## src/rtl/pf_pll_lock_ctrl.sv

```systemverilog
// PLL power-up, lock qualification and recovery sequencer on the reference clock.
// Debounces LOCK, releases core reset after stable lock, power-cycles the PLL on timeout or loss.
module pf_pll_lock_ctrl #(
    parameter int unsigned PD_CYCLES    = 16,
    parameter int unsigned LOCK_TIMEOUT = 50000,
    parameter int unsigned LOCK_STABLE  = 1024,
    parameter int unsigned MAX_RETRIES  = 3
) (
    input  logic       i_clk,
    input  logic       i_rst,
    input  logic       i_lock,
    output logic       o_pll_powerdown_n,
    output logic       o_rst,
    output logic       o_ready,
    output logic       o_fail,
    output logic [3:0] o_retries,
    output logic [7:0] o_lost_cnt
);

    localparam int unsigned MAX_AB  = (PD_CYCLES > LOCK_TIMEOUT) ? PD_CYCLES : LOCK_TIMEOUT;
    localparam int unsigned MAX_CYC = (MAX_AB > LOCK_STABLE) ? MAX_AB : LOCK_STABLE;
    localparam int unsigned CNT_W   = (MAX_CYC > 2) ? $clog2(MAX_CYC) : 1;

    localparam logic [CNT_W-1:0] PD_LAST      = CNT_W'(PD_CYCLES - 1);
    localparam logic [CNT_W-1:0] TIMEOUT_LAST = CNT_W'(LOCK_TIMEOUT - 1);
    localparam logic [CNT_W-1:0] STABLE_LAST  = CNT_W'(LOCK_STABLE - 1);
    localparam logic [3:0]       RETRY_LIMIT  = 4'(MAX_RETRIES);

    typedef enum logic [2:0] {
        S_PWRDN,
        S_WAIT_LOCK,
        S_STABLE,
        S_RUN,
        S_FAIL
    } state_t;

    state_t           r_state;
    logic [CNT_W-1:0] r_cnt;
    logic [1:0]       r_sync;

    state_t           w_state_nxt;
    logic [CNT_W-1:0] w_cnt_nxt;
    logic [3:0]       w_retries_nxt;
    logic [7:0]       w_lost_nxt;
    logic             w_lock_s;

    assign w_lock_s = r_sync[1];

    // Next-state, counter and retry/loss bookkeeping; lock-low and lock-high take priority over count expiry.
    always_comb begin
        w_state_nxt   = r_state;
        w_cnt_nxt     = '0;
        w_retries_nxt = o_retries;
        w_lost_nxt    = o_lost_cnt;
        case (r_state)
            S_PWRDN: begin
                if (r_cnt == PD_LAST) w_state_nxt = S_WAIT_LOCK;
            end
            S_WAIT_LOCK: begin
                if (w_lock_s) begin
                    w_state_nxt = S_STABLE;
                end else if (r_cnt == TIMEOUT_LAST) begin
                    if (o_retries == RETRY_LIMIT) begin
                        w_state_nxt = S_FAIL;
                    end else begin
                        w_retries_nxt = o_retries + 4'd1;
                        w_state_nxt   = S_PWRDN;
                    end
                end
            end
            S_STABLE: begin
                if (!w_lock_s) begin
                    w_state_nxt = S_WAIT_LOCK;
                end else if (r_cnt == STABLE_LAST) begin
                    w_state_nxt = S_RUN;
                end
            end
            S_RUN: begin
                if (!w_lock_s) begin
                    w_lost_nxt    = (o_lost_cnt != 8'hFF) ? o_lost_cnt + 8'd1 : o_lost_cnt;
                    w_retries_nxt = 4'd0;
                    w_state_nxt   = S_PWRDN;
                end
            end
            S_FAIL: begin
                w_state_nxt = S_FAIL;
            end
            default: begin
                w_state_nxt = S_PWRDN;
            end
        endcase

        // Count only while residing in a timed state; RUN and FAIL park the counter at zero.
        if ((w_state_nxt == r_state) &&
            ((r_state == S_PWRDN) || (r_state == S_WAIT_LOCK) || (r_state == S_STABLE))) begin
            w_cnt_nxt = r_cnt + CNT_W'(1);
        end
    end

    // State, synchronizer and outputs, all registered from the next state.
    always_ff @(posedge i_clk) begin
        if (i_rst) begin
            r_state           <= S_PWRDN;
            r_cnt             <= '0;
            r_sync            <= 2'b00;
            o_pll_powerdown_n <= 1'b0;
            o_rst             <= 1'b1;
            o_ready           <= 1'b0;
            o_fail            <= 1'b0;
            o_retries         <= 4'd0;
            o_lost_cnt        <= 8'd0;
        end else begin
            r_sync            <= {r_sync[0], i_lock};
            r_state           <= w_state_nxt;
            r_cnt             <= w_cnt_nxt;
            o_pll_powerdown_n <= (w_state_nxt == S_WAIT_LOCK) || (w_state_nxt == S_STABLE) ||
                                 (w_state_nxt == S_RUN);
            o_rst             <= (w_state_nxt != S_RUN);
            o_ready           <= (w_state_nxt == S_RUN);
            o_fail            <= (w_state_nxt == S_FAIL);
            o_retries         <= w_retries_nxt;
            o_lost_cnt        <= w_lost_nxt;
        end
    end

endmodule
```

## config.mk

```make
export PLATFORM = sky130hd
export DESIGN_NAME = pf_pll_lock_ctrl
export DESIGN_NICKNAME = d
export VERILOG_FILES = /design/src/rtl/pf_pll_lock_ctrl.sv
export SDC_FILE = /design/constraint.sdc
export NUM_CORES = 1
export LEC_CHECK = 0
export ABC_CLOCK_PERIOD_IN_PS = 2800
export CAP_MARGIN = 10
export CORE_MARGIN = 2
export CORE_UTILIZATION = 45
export DETAILED_ROUTE_END_ITERATION = 7
export PLACE_DENSITY_LB_ADDON = 0.12
export SLEW_MARGIN = 40
export SYNTH_ARGS = -nofsm -noshare
export SYNTH_HDL_FRONTEND = slang
export SYNTH_SLANG_ARGS = --single-unit
```

## constraint.sdc

```tcl
create_clock -name i_clk -period 2.8 [get_ports i_clk]
set_clock_uncertainty 0.15 [all_clocks]
set_input_delay 0.84 -clock i_clk [delete_from_list [all_inputs] [get_ports i_clk]]
set_output_delay 0.84 -clock i_clk [all_outputs]
set_load 0.02 [all_outputs]
```

Word-level counts from Yosys, hierarchy flattened

Index checks and enable logic that the tools add are counted.

Logic and storage cells: 56
Register bits after elaboration: 37

Equality and inequality tests: 19
Bitwise logic cells: 2
Reduce and logical (&&, ||, !) cells: 10
Mux-type cells: 13
Add/subtract/negate cells: 3

Operators with widths:

| cell                  | count |
|---|---|
| $mux 3                | 7 |
| $add 16x1->16 const B | 1 |
| $eq 16x10->1 const B  | 1 |
| $eq 16x16->1 const B  | 1 |
| $eq 16x4->1 const B   | 1 |
| $mux 4                | 4 |
| $pmux 3 s5            | 1 |
| $eq 3x2->1 const B    | 4 |
| $add 8x1->8 const B   | 1 |
| $ne 2x2->1 const B    | 4 |
| $ne 8x8->1 const B    | 1 |
| $pmux 4 s2            | 1 |
| $eq 3x1->1 const B    | 2 |
| $eq 3x3->1 const B    | 2 |
| $reduce_and 5->1      | 1 |
| $add 4x1->4 const B   | 1 |
| $eq 4x2->1 const B    | 1 |
| $logic_or 1x1->1      | 4 |
| $eq 3x3->1            | 1 |
| $logic_not 3->1       | 1 |
| $ne 3x2->1 const B    | 1 |
| $reduce_and 3->1      | 1 |
| $not 1->1             | 2 |
| $reduce_bool 2->1     | 1 |
| other kinds (2)       | 2 |

Logic depth before layout (Yosys ltp)

Gate-level depths: netlist of run 1.

Word-level depth: 9
Mapped depth: 8
Depth with buffers taken out: 6

Worst setup path after synthesis of run 1

No wires, ideal clock.

Kind: reg2reg
Start point: register o_retries[0]
End point: register o_retries[0]
Required time: 2.522 ns
Period minus slack after synthesis: 1.991 ns
Setup slack: 0.809 ns
Cell stages (with the launch flop): 6
Setup time: 0.128 ns
Arrival time: 1.713 ns
Cells stage by stage: dfxtp_1 > ha_1 > or4b_2 > and4b_1 > mux2i_1 > nor2_1

Longest elaborated chain between the ends: 5

Ends and longest elaborated chain:

| what                     | RTL line | text |
|---|---|---|
| start: declaration       | 16       | `output logic [3:0] o_retries,` |
| start signal: assignment | 121      | `o_retries <= w_retries_nxt;` |
| $add 4x1->4              | 66       | `w_retries_nxt = o_retries + 4'd1;` |
| $mux 4                   | 63       | `if (o_retries == RETRY_LIMIT) begin` |
| $mux 4                   | 62       | `end else if (r_cnt == TIMEOUT_LAST) begin` |
| $mux 4                   | 60       | `if (w_lock_s) begin` |
| $pmux 4 s2               | 55       | `case (r_state)` |

Several ways; a longest one is shown, not always the timed one. The select of a mux whose other input is x is not followed.
A chain may end at the register's enable or synchronous reset.

Worst setup path after layout of run 1

Start point: register o_lost_cnt[2]
End point: output o_lost_cnt[2]

RTL lines:

| what                     | RTL line | text |
|---|---|---|
| start: declaration       | 17       | `output logic [7:0] o_lost_cnt` |
| start signal: assignment | 122      | `o_lost_cnt <= w_lost_nxt;` |

No word-level cell between the ends.

==> flow_metrics.py, run 1 <==
metrics = {
    "route": {
        "drt_first_pass_iters": 4,
        "drc": 0,
        "ant_nets": 0,
        "totalWireLength_um": 3540,
        "vias": 1383,
        "post_drt_wl_per_cell_um": 13.9,
        "vias_per_cell": 5.44,
        "drt_iter0_drc": 64,
    },
    "pwr": {
        "p_int_mw": 0.734,
        "power_frac_clock_pct": 40.3,
        "power_switching_mw": 0.200,
        "pwr-share-seq_pct": 57.3,
        "ir_worst_vdd_v": 0.000264,
        "p_comb_share_pct": 2.4,
        "powerDensity_mw_per_mm2": 444,
        "power.leakage_nw": 0.706,
        "switching_share_pct": 21.4,
    },
    "sta": {
        "tightestPinTransition_ns": 0.604,
        "maxSlewViolCount": 0,
        "finalCritPeriodShare_pct": 84.0,
        "fin_setup_tns_ns": 0,
        "max_slew_margin_pct": 59.1,
        "min_period_ns": 2.35,
        "setup_slack_ns": 0.447,
        "setup_violations": 0,
        "hold_viol_final": 0,
        "fmax_mhz": 425,
        "rsz0062_at_grt": "false",
        "hold_ws_ns": 0.299,
    },
    "setup_path": {
        "critPathSlowestCell": "clkdlybuf4s50_1",
        "cp.buffers_inverters": 1,
        "worstSetupPathType": "reg -> out",
        "r2r_setup_slack_ns": 0.53,
        "cp-start-kind": "register",
        "cp.arrival_ns": 1.36,
        "crit_chain": "clkdlybuf4s50_1",
        "end_kind": "output port",
        "cpPeakStageDelay_ns": 0.65,
        "r2r_cells": 7,
        "cp_max_fo": 6,
        "crit_family": "buffers and inverters",
        "cp.required_ns": 1.81,
        "r2r_end": "r_cnt[3]",
        "crit_cells": 1,
        "r2r-start": "r_cnt[0]",
    },
    "min_path": {
        "min_path_type": "reg -> reg",
        "hold_end": "r_sync[1]",
        "hold_start": "r_sync[0]",
        "hold_depth": 1,
    },
    "global_route": {
        "gr-total-overflow": 0,
        "grt_first_pass_wirelength_um": 6470,
        "first_global_vias": 1400,
        "grt_max_degree": 20,
        "antenna_found_initial": 0,
        "grt_usage_pct": 18.7,
    },
    "synthesis": {
        "seq_area_frac_synth_pct": 40.8,
        "synth_largest_area_cell": "dfxtp_1",
        "synth_fp_nets": 192,
        "ys.flop_type": "dfxtp_1",
        "ys_ff_latch": 37,
        "synthTopCellsByCount": "37 x dfxtp_1, 17 x nor2_1, 15 x nand2_1, 15 x xor2_1, 9 x a211oi_2",
        "yosys.area.top_type_share_pct": 40.8,
        "synth_edf_count": 0,
        "synthArstFlopShare_pct": 0,
        "post-synth-top-count-cell": "dfxtp_1",
        "synth_area_leaders": "dfxtp_1 41%, xor2_1 7.2%, a211oi_2 6.2%",
        "syn_inst": 186,
        "yosys_warnings": 0,
        "post_synth_instance_area_mm2": 0.00181,
        "ys_types": 45,
        "syn_area_per_cell_um2": 9.75,
    },
    "clock_tree": {
        "cts_sinks": 37,
        "path_clk_slew_ns": 0.07,
        "cts_tree": "yes",
        "ctsHtreeMaxLevel": 2,
        "cts_hold_buf": 0,
        "clockBufferDepth": 2,
        "cts_buffers": 5,
        "postCtsSetupBuffers": 0,
        "cts_resized": 0,
        "clock-root-buffer": "clkbuf_8",
        "worst_skew_pair.late_latency_ns": 0.29,
    },
    "die": {
        "die_h_um": 67.5,
        "die_w_um": 67.5,
        "initial_core_util_pct": 46.0,
        "pin_count": 19,
        "coreArea_mm2": 0.00394,
        "fp-row-count": 23,
        "fp.dieArea_mm2": 0.00456,
    },
    "final_layout": {
        "antenna_cells": 0,
        "seq_area_um2": 741,
        "finalNonFillerCells": 254,
        "fillCellCount": 347,
        "area_delta_synth_final_pct": 16.1,
        "drive_gt1_share_pct": 14.7,
        "stdcell_area_mm2": 0.00211,
        "fin_nets": 210,
        "multi_input_area_um2": 998,
    },
    "place": {
        "place_ws_ns": 0.156,
        "post_dp_cell_area_mm2": 0.00202,
        "gp_congestion": 0.822,
        "place_inst": 247,
        "hpwl_um": 2540,
        "port_buffers": 18,
    },
    "status": {
        "status": "finished, final reports clean",
    },
    "job": {
        "max_cap_violations": 0,
    },
}
## state kept, by name, summed over array words and instances (netlist names)
name and count:
o_fail 1, o_lost_cnt 8, o_pll_powerdown_n 1, o_ready 1
o_retries 4, o_rst 1, r_cnt 16, r_state 3
r_sync 2
## placed cells by master, fill, tap and decap left out, types with 2 or more instances in the layout
master	netlist	routed
nor3_1	3	3
and4b_1	2	2
dfxtp_1	37	37
nand3b_1	2	2
nand4_1	8	8
nand3_1	7	7
nor2_1	17	17
xnor2_1	6	6
nor4_1	2	2
or3b_1	2	2
clkbuf_8	0	6
clkdlybuf4s50_1	0	18
a211oi_1	3	3
and4_1	3	3
xor2_1	15	15
nand2_1	15	15
a21oi_1	8	8
and3_1	3	3
buf_4	1	2
nand2b_1	2	2
nor4bb_1	2	2
a211oi_2	9	9
nor2b_1	3	3
inv_1	5	5
ha_1	3	3
o21ai_0	2	2
## per-layer routing
layer  wire length [µm]  GRT usage [%]
met1               1670           23.9
met4                 42           5.87
met2               1710           30.8
met3                112           5.00
met5                  0              0
## worst max-delay path by stage
| stage | startpoint | end | slack [ns] |
|---|---|---|---|
| finish | o_lost_cnt[2] | o_lost_cnt[2] | 0.45 |
| global route | r_cnt[0] | r_cnt[3] | 0.31 |
| CTS | o_lost_cnt[2] | o_lost_cnt[2] | 0.44 |
| detailed placement | i_rst | r_cnt[3] | 0.16 |
| global placement | i_rst | r_cnt[3] | 0.28 |
| floorplan | o_retries[0] | o_retries[0] | 0.81 |
## cell type report
type                       instances  area share, %
multi-input combinational        135           47.4
tap                               50           2.97
sequential                        37           35.2
clock buffer                       6           3.92
inverter                           5          0.891
clock inverter                     1          0.357
timing repair buffer              20           9.27
## cell families after synthesis
family / share of synthesized area (%)
and+or+nand+nor: 27.0
DFF: 40.8
AOI/OAI and AO/OA: 15.2
xor gates and xnor gates: 10.1
buffers and inverters: 4.14
adders and majority gates: 2.07
muxes: 0.552
## through the flow
stage / util (%) / power [mW]
after global placement: 51.1 / 0.570
after CTS: 53.4 / 0.948
final: 53.4 / 0.935
after floorplan: - / 0.562
after detailed placement: 51.1 / 0.570
after global routing: 53.4 / 0.981
## power by group through the flow
| stage | clock (mW) | sequential, mW | combinational [mW] |
|---|---|---|---|
| 2_1_floorplan | 0 | 0.547 | 0.0153 |
| 3_3_place_gp | 0 | 0.548 | 0.0219 |
| 3_5_place_dp | 0 | 0.548 | 0.0221 |
| 4_1_cts | 0.390 | 0.536 | 0.0223 |
| 5_1_grt | 0.420 | 0.537 | 0.0247 |
| 6_report | 0.377 | 0.536 | 0.0221 |
Note: power is estimated with default switching activity, not from simulation.
==> run 2, diff against run 1 <==
--- a/config.mk
+++ b/config.mk
@@ -5,7 +5,7 @@
 export SDC_FILE = /design/constraint.sdc
 export NUM_CORES = 1
 export LEC_CHECK = 0
-export ABC_CLOCK_PERIOD_IN_PS = 2800
+export ABC_CLOCK_PERIOD_IN_PS = 2200
 export CAP_MARGIN = 10
 export CORE_MARGIN = 2
 export CORE_UTILIZATION = 45
==> constraint.sdc (replaced) <==
create_clock -name i_clk -period 2.2 [get_ports i_clk]
set_clock_uncertainty 0.15 [all_clocks]
set_input_delay 0.66 -clock i_clk [delete_from_list [all_inputs] [get_ports i_clk]]
set_output_delay 0.66 -clock i_clk [all_outputs]
set_load 0.02 [all_outputs]
==> flow_metrics.py, run 2 (synthesis results as in run 1) <==
metrics = {
    "die": {
        "coreArea_mm2": 0.00394,
        "die_w_um": 67.5,
        "die_h_um": 67.5,
        "fp-row-count": 23,
        "initial_core_util_pct": 46.0,
        "fp.dieArea_mm2": 0.00456,
        "pin_count": 19,
    },
    "global_route": {
        "gr-total-overflow": 0,
        "first_global_vias": 1441,
        "grt_max_degree": 20,
        "grt_usage_pct": 18.4,
        "antenna_found_initial": 0,
        "grt_first_pass_wirelength_um": 6290,
    },
    "route": {
        "drt_iter0_drc": 78,
        "drt_first_pass_iters": 4,
        "totalWireLength_um": 3960,
        "vias": 1446,
        "drc": 0,
        "post_drt_wl_per_cell_um": 15.0,
        "vias_per_cell": 5.50,
        "ant_nets": 0,
    },
    "final_layout": {
        "drive_gt1_share_pct": 19.2,
        "layout_commonest_cell": "dfxtp_1",
        "reg_top3": "r_cnt (16), o_lost_cnt (8), o_retries (4)",
        "fin_nets": 218,
        "antenna_cells": 0,
        "top_register": "r_cnt",
        "final_cell_mix": "36 x dfxtp_1, 17 x nor2_1, 16 x clkdlybuf4s50_1",
        "area_delta_synth_final_pct": 20.3,
        "largest_register_ffs": 16,
        "fillCellCount": 352,
        "stdcell_area_mm2": 0.00218,
    },
    "sta": {
        "setup_violations": 0,
        "fmax_mhz": 466,
        "max_slew_margin_pct": 58.4,
        "tightestPinTransition_ns": 0.614,
        "finalCritPeriodShare_pct": 97.4,
        "min_period_ns": 2.14,
        "maxSlewViolCount": 0,
        "setup_slack_ns": 0.0563,
        "hold_viol_final": 0,
    },
    "place": {
        "port_buffers": 18,
        "gp_congestion": 0.834,
        "hpwl_um": 2780,
        "post_dp_cell_area_mm2": 0.00205,
        "place_ws_ns": -0.0823,
    },
    "clock_tree": {
        "clock-root-buffer": "clkbuf_8",
        "path_clk_slew_ns": 0.07,
        "clockBufferDepth": 2,
        "cts_sinks": 37,
        "cts_buffers": 5,
        "ctsHtreeMaxLevel": 2,
        "cts_hold_buf": 0,
        "cts_tree": "yes",
        "worst_skew_pair.late_latency_ns": 0.29,
    },
    "pwr": {
        "ir_worst_vdd_v": 0.000359,
        "power.leakage_nw": 0.779,
        "powerDensity_mw_per_mm2": 535,
    },
    "setup_path": {
        "crit_family": "buffers and inverters",
        "cp.buffers_inverters": 1,
        "end_kind": "output port",
        "worstSetupPathType": "reg -> out",
        "critPathSlowestCell": "clkdlybuf4s50_1",
        "cp.arrival_ns": 1.33,
        "r2r_setup_slack_ns": 0.07,
        "cpPeakStageDelay_ns": 0.65,
        "cp.required_ns": 1.39,
        "crit_chain": "clkdlybuf4s50_1",
        "cp-start-kind": "register",
        "cp_max_fo": 4,
    },
    "job": {
        "max_cap_violations": 0,
    },
    "status": {
        "status": "finished, final reports clean",
    },
    "min_path": {
        "min_path_type": "reg -> reg",
    },
}
run 2: path summary, 6_finish.rpt:
check,from,end,cells past startpoint
setup / recovery,o_lost_cnt[4],o_lost_cnt[4],1
setup reg to reg,r_state[0],r_cnt[4],4
hold reg to reg,r_cnt[0],r_cnt[0],1
hold / removal,r_cnt[0],r_cnt[0],1
run 2: repair_timing:
item,in CTS,in global routing
resized for setup,1,5
setup buffers,0,1
endpoints found under the setup margin,12,14
pin swaps,0,3
cloned,0,2
run 2: layout make-up:
| cell class | count | area [µm²] | area share (%) |
|---|---|---|---|
| multi-input combinational | 137 | 1030 | 47.1 |
| sequential | 37 | 742 | 34.0 |
| timing repair buffer | 26 | 245 | 11.2 |
| clock buffer | 5 | 68.8 | 3.15 |
| tap | 50 | 62.6 | 2.87 |
| inverter | 5 | 18.8 | 0.860 |
| clock inverter | 3 | 17.5 | 0.803 |
run 2: stage by stage:
step	std cells	hold slack (ns)	utilization, %	power, mW	setup TNS (ns)
floorplan	186	0.264	-	0.716	0
global placement	252	0.272	52.1	0.728	0
detailed placement	252	0.279	52.1	0.729	-0.757
CTS	260	0.305	54.5	1.19	0
global route	263	0.309	55.3	1.23	-0.208
finish	263	0.288	55.3	1.17	0
run 2: report_power, final:
group	switching [mW]	internal (mW)	leakage, nW
registers	0.00669	0.676	0.299
clock network	0.236	0.218	0.0439
logic	0.0169	0.0134	0.436
total	0.260	0.908	0.779
run 2: metal layers:
layer / vias to the layer above / wire (µm) / GRT usage, %
met5: - / 0 / 0
met4: 0 / 46 / 5.36
met3: 6 / 166 / 5.00
met2: 32 / 2060 / 34.6
met1: 684 / 1680 / 19.9
li1: 724 / - / -
